===== config.mk =====
export PLATFORM = sky130hd
export DESIGN_NAME = fetch_unit
export DESIGN_NICKNAME = d
export VERILOG_FILES = /design/src/rtl/fetch_unit.sv
export SDC_FILE = /design/constraint.sdc
export NUM_CORES = 1
export LEC_CHECK = 0
export CAP_MARGIN = 20
export CORE_MARGIN = 2
export CORE_UTILIZATION = 45
export DETAILED_ROUTE_END_ITERATION = 16
export GPL_TIMING_DRIVEN = 0
export PLACE_DENSITY = 0.8
export SLEW_MARGIN = 20
export SYNTH_ARGS = -nofsm -noshare
export SYNTH_HDL_FRONTEND = slang
export SYNTH_SLANG_ARGS = --single-unit

===== constraint.sdc =====
create_clock -name CLK -period 2.9 [get_ports CLK]
set_input_delay 0.87 -clock CLK [delete_from_list [all_inputs] [get_ports CLK]]
set_output_delay 0.87 -clock CLK [all_outputs]
set_load 0.02 [all_outputs]

===== src/rtl/fetch_unit.sv =====
// Instruction fetch stage: owns the PC, issues imem reads, and holds one fetched
// instruction for decode behind a valid/ready handshake. Handles redirects and halt.
module fetch_unit #(
   parameter logic [31:0] RESET_PC  = 32'h0000_0000,
   parameter logic [31:0] HALT_WORD = 32'hFFFF_FFFF
) (
   input  logic        CLK,
   input  logic        RST,
   output logic        imemREN,
   output logic [31:0] imemaddr,
   input  logic [31:0] imemload,
   input  logic        ihit,
   output logic [31:0] instr,
   output logic [31:0] instr_pc,
   output logic [31:0] pc_plus4,
   output logic        instr_valid,
   input  logic        instr_ready,
   input  logic        redir_en,
   input  logic [31:0] redir_pc,
   output logic        halt,
   output logic [31:0] instr_count
);

   typedef enum logic [1:0] {FETCH, HALT_PEND, DONE} state_t;

   state_t      state, state_n;
   logic [31:0] pc, pc_n;
   logic [31:0] instr_n, instr_pc_n, instr_count_n;
   logic        instr_valid_n, halt_n;
   logic        accept, can_load;

   assign accept   = instr_valid & instr_ready;
   assign can_load = ~instr_valid | accept;
   assign imemaddr = pc;
   assign pc_plus4 = instr_pc + 32'd4;
   assign imemREN  = ~RST & (state == FETCH) & can_load;

   always_ff @(posedge CLK) begin
      if (RST) begin
         state       <= FETCH;
         pc          <= RESET_PC;
         instr       <= '0;
         instr_pc    <= '0;
         instr_valid <= 1'b0;
         halt        <= 1'b0;
         instr_count <= '0;
      end else begin
         state       <= state_n;
         pc          <= pc_n;
         instr       <= instr_n;
         instr_pc    <= instr_pc_n;
         instr_valid <= instr_valid_n;
         halt        <= halt_n;
         instr_count <= instr_count_n;
      end
   end

   always_comb begin
      state_n       = state;
      pc_n          = pc;
      instr_n       = instr;
      instr_pc_n    = instr_pc;
      instr_valid_n = instr_valid & ~accept;
      halt_n        = halt;
      // An accept is counted even when a redirect squashes the buffer the same cycle.
      instr_count_n = instr_count + {31'b0, accept};
      unique case (state)
         FETCH: begin
            if (redir_en) begin
               pc_n          = {redir_pc[31:2], 2'b00};
               instr_valid_n = 1'b0;
            end else if (ihit && can_load) begin
               instr_n       = imemload;
               instr_pc_n    = pc;
               instr_valid_n = 1'b1;
               if (imemload == HALT_WORD) state_n = HALT_PEND;
               else                       pc_n    = pc + 32'd4;
            end
         end
         HALT_PEND: begin
            if (redir_en) begin
               pc_n          = {redir_pc[31:2], 2'b00};
               instr_valid_n = 1'b0;
               state_n       = FETCH;
            end else if (accept) begin
               instr_valid_n = 1'b0;
               halt_n        = 1'b1;
               state_n       = DONE;
            end
         end
         DONE: begin
            instr_valid_n = 1'b0;
            halt_n        = 1'b1;
         end
         default: state_n = FETCH;
      endcase
   end

endmodule


== After elaboration in Yosys (flattened, before gate mapping) ==
Cells that the tools add are included.

* Add/subtract/negate cells: 3
* Equality and inequality tests: 12
* Muxes and demuxes: 19
* Bitwise gates (word level): 10
* Reduce and logical (&&, ||, !) cells: 8

{| class="wikitable"
|+ Operator list
! operator !! count
|-
| 32-bit 2-to-1 mux || 4
|-
| 32-bit by 3-bit adder with 32-bit output, second input constant || 2
|-
| 32-bit one-hot mux with 2 select lines || 1
|-
| 32-bit by 1-bit adder with 32-bit output || 1
|-
| 32-bit == test, second input constant || 1
|-
| 2-bit 2-to-1 mux || 5
|-
| 2-bit != test, second input constant || 4
|-
| 1-bit 2-to-1 mux || 6
|-
| 3-bit != test, second input constant || 2
|-
| 2-bit one-hot mux with 3 select lines || 1
|-
| 3-bit AND reduction || 2
|-
| 1-bit NOT || 5
|-
| 5-bit AND reduction || 1
|-
| 1-bit AND || 4
|-
| 2-bit by 1-bit != test with 1-bit output, second input constant || 2
|-
| 4-bit AND reduction || 1
|-
| 2-bit nonzero test || 2
|-
| 3-bit by 2-bit != test with 1-bit output, second input constant || 1
|-
| 1-bit one-hot mux with 3 select lines || 1
|-
| 2-bit by 1-bit == test with 1-bit output, second input constant || 1
|-
| 2-bit == test, second input constant || 1
|-
| 2-bit logical NOT || 1
|-
| 1-bit one-hot mux with 2 select lines || 1
|-
| 1-bit logical AND || 1
|-
| 1-bit bitwise OR || 1
|}

* Flip-flop bits (word level): 132
* Input bits: 69
* Output and inout bits: 163
* Word-level logic and storage cells: 59

== Logic depth before layout (Yosys ltp) ==
* Depth after elaboration: 6
* Gate-level depth with buffers: 10
* Mapped depth without buffers: 9

== Worst setup path after synthesis ==
Ideal clock, no wire load.

* Path type: flip-flop to output port
* Start point: reg instr_pc[16]
* End point: out pc_plus4[31]
* Arrival time: 1.988 ns
* Required time: 2.030 ns
* Path slack: 0.042 ns
* Cell stages (with the launch flop): 6
* Cell sequence: dfxtp_1 -> and4_1 -> nand4_1 -> or3_1 -> nor3_1 -> xor2_1

* Longest elaborated chain between the ends: 1

{| class="wikitable"
|+ RTL lines
! what !! RTL line !! RTL
|-
| start, declared || 14 || <nowiki>output logic [31:0] instr_pc,</nowiki>
|-
| start signal, assigned || 51 || <nowiki>instr_pc <= instr_pc_n;</nowiki>
|-
| 32-bit by 3-bit adder with 32-bit output || 35 || <nowiki>assign pc_plus4 = instr_pc + 32'd4;</nowiki>
|-
| end, declared || 15 || <nowiki>output logic [31:0] pc_plus4,</nowiki>
|}

Every way passes these cells.

== Worst setup path in the final report ==
* Start point: reg instr_pc[4]
* End point: out pc_plus4[31]

Same word-level chain as after synthesis.

==> impl_metrics.yaml <==
status:
  outcome: "finished, violations left"
  violations: "negative setup slack"
final_layout:
  nFillCells: 1126
  seq_area_sq_um: 2610
  drive_above_1_share_pct: 14.1
  area_delta_synth_final_pct: 52.8
  final_cell_mix: "clkdlybuf4s50_1, nand2_1, dfxtp_1"
  finalNetCount: 1179
  multi_input_area_sq_um: 3730
  final_common_cell: "clkdlybuf4s50_1"
  antenna_cells: 0
  final_area_sq_um: 9900
  final_cells: 1299
logic_synthesis:
  avgSynthCellArea_sq_um: 7.73
  yosysSeqAreaShare_pct: 39.5
  synth-main-ff-cell: "dfxtp_1"
  ys_seq_elements: 128
  yosys-top-cells-area: "dfxtp_1, nand2_1, a21oi_1, xor2_1, nand4_1"
  synth_top_area_share_pct: 39.5
  synth_cells: 838
  synth_cell_types: 53
  synthArstFlopShare_pct: 0
  synth-edff-count: 0
  yosysWarnings: 0
  syn_area_sq_um: 6480
  yosys.area.top_type: "dfxtp_1"
die:
  coreArea_sq_um: 14000
  num_io_pins: 232
  dieArea_sq_um: 15400
  initial_core_util_pct: 46.3
  std_cell_rows: 43
  die_w_microns: 124
  die_h_microns: 124
power:
  seq_power_share_pct: 39.7
  p_sw_share_pct: 26.5
  power.share.combinational_pct: 13.7
  p_switching_uw: 1270
  pwr-share-clk_pct: 46.6
  p_int_uw: 3530
  p_per_area_nw_per_um2: 485
  peakVddDrop_mv: 0.455
  power.leakage_uw: 0.00367
timing:
  tightest_slew_ns: 0.707
  clock_skew_ns: 0.00727
  hold_viol_final: 0
  setup_viol_count_final: 1
  worst_slack_ns: -0.0324
  holdWs_ns: 0.452
  max_freq_mhz: 341
  slew_headroom_pct: 52.6
  min_period_over_period_pct: 101
  rsz0062_at_grt: "yes"
  period_minus_slack_ns: 2.93
  slew_viol_final: 0
drt:
  first_pass_iters: 5
  postRouteAntennaNets: 0
  route.detailed.drc: 0
  vias_per_cell: 5.76
  wirelength_mm: 23.9
  post_drt_wl_per_cell_microns: 18.4
  vias: 7480
  drt_iter0_markers: 849
placement:
  gp_congestion: 0.951
  dp_hpwl_mm: 16.7
  portBuffers: 223
  placed_cell_area_sq_um: 8960
  dp_slack_ns: -0.939
  dp.cells: 1246
clock_tree:
  htreeDepth: 4
  clkSlewWorstSetupHoldPaths_ns: 0.06
  clockRootBuffer: "clkbuf_16"
  tritoncts: "built"
  hold_buffers: 0
  clock-sinks: 128
  cts_buffers: 17
  clockBufferDepth: 2
  clkLatencyLatePin_ns: 0.43
worst_setup_path:
  cp_max_fo: 4
  cp.required_ns: 2.03
  crit_type: "flop to output pin"
  end_kind: "output pin"
  cp.arrival_ns: 2.06
  worstSetupStartpointType: "flop"
grt:
  grt_pass1_wl_mm: 35.0
  grt_usage_pct: 29.7
  grt_max_degree: 17
  grt_antenna_before_repair: 0
  grt-ovfl-total: 0
  grt_pass1_vias: 6649
worst_hold_path:
  hp-class: "flop to flop"
flow_run:
  maxCapViolCount: 0
-- critical path, cell delays in order (launching register included) --
cell and delay, ns:
dfxtp_4 0.36, and3_4 0.20, and4_4 0.25, buf_6 0.12, buf_6 0.10, nand2_4 0.05
nor3_4 0.20, xor2_1 0.18, buf_4 0.17
-- final timing paths --
check	depth (start not counted)	slack, ns	end	startpoint
setup / recovery	8	-0.03	pc_plus4[31]	instr_pc[4]
hold / removal	2	0.45	instr[3]	instr[3]
setup reg to reg	6	0.28	imemaddr[20]	imemaddr[3]
hold reg to reg	2	0.45	instr[3]	instr[3]
-- synth_stat cells, types with 12 or more instances --
cell type  number
inv_1          14
nand4_1        36
nand2_1       184
clkbuf_1       29
nor2_1         38
a21oi_1        85
buf_2          25
nor3_1         19
nand3_1        35
o32ai_1        14
nor4_1         12
xnor2_1        20
o21ai_0        16
and3_1         15
dfxtp_1       128
xor2_1         33
-- registers in the layout, summed over array words and instances, names as in the netlist --
name	flops
state	2
halt	1
instr_valid	1
instr_pc	30
instr	32
instr_count	32
imemaddr	30
-- layer usage --
layer / global-route usage (%) / wire length, microns / part of all wire (%)
met1: 38.4 / 9810 / 41
met2: 47.8 / 11300 / 47
met3: 7.01 / 2220 / 9.3
met4: 12.2 / 575 / 2.4
met5: 0 / 0 / 0
-- timing repair --
| item | in CTS | in global routing |
|---|---|---|
| cloned | 0 | 0 |
| setup buffers | 6 | 18 |
| endpoints found under the setup margin | 38 | 29 |
| gates resized for setup | 123 | 37 |
| pin swaps | 5 | 11 |
-- power by group through the flow --
stage	registers, uW	clock network [uW]	logic, uW
3_5_place_dp	1950	0	646
5_1_grt	1910	2330	702
4_1_cts	1910	2250	644
6_report	1910	2240	658
2_1_floorplan	1990	0	254
3_3_place_gp	1940	0	640
-- through the flow --
step                      utilization (%)  setup TNS (ns)  power (uW)
final                                70.8         -0.0324        4810
after global routing                 70.8          -0.296        4940
after CTS                            69.3         -0.0520        4800
after detailed placement             64.0          -28.42        2590
after global placement               64.0          -26.95        2580
after floorplan                         -               0        2240
-- cells by family after synthesis --
family	Yosys count	share of synthesized area, %
xor+xnor	53	7.16
buf+inv	81	5.81
compound gates	176	17.0
simple gates	395	29.7
fa+ha+maj	4	0.772
flops	128	39.5
other cells	1	0.0579
-- cell type report --
| class | instances | area share, % |
|---|---|---|
| buffer | 63 | 3.20 |
| timing repair buffer | 247 | 23.7 |
| sequential | 128 | 26.4 |
| clock buffer | 20 | 4.71 |
| clock inverter | 12 | 1.58 |
| tap | 180 | 2.27 |
| multi-input combinational | 634 | 37.6 |
| inverter | 15 | 0.569 |
Note: power is estimated with default switching activity, not from simulation.
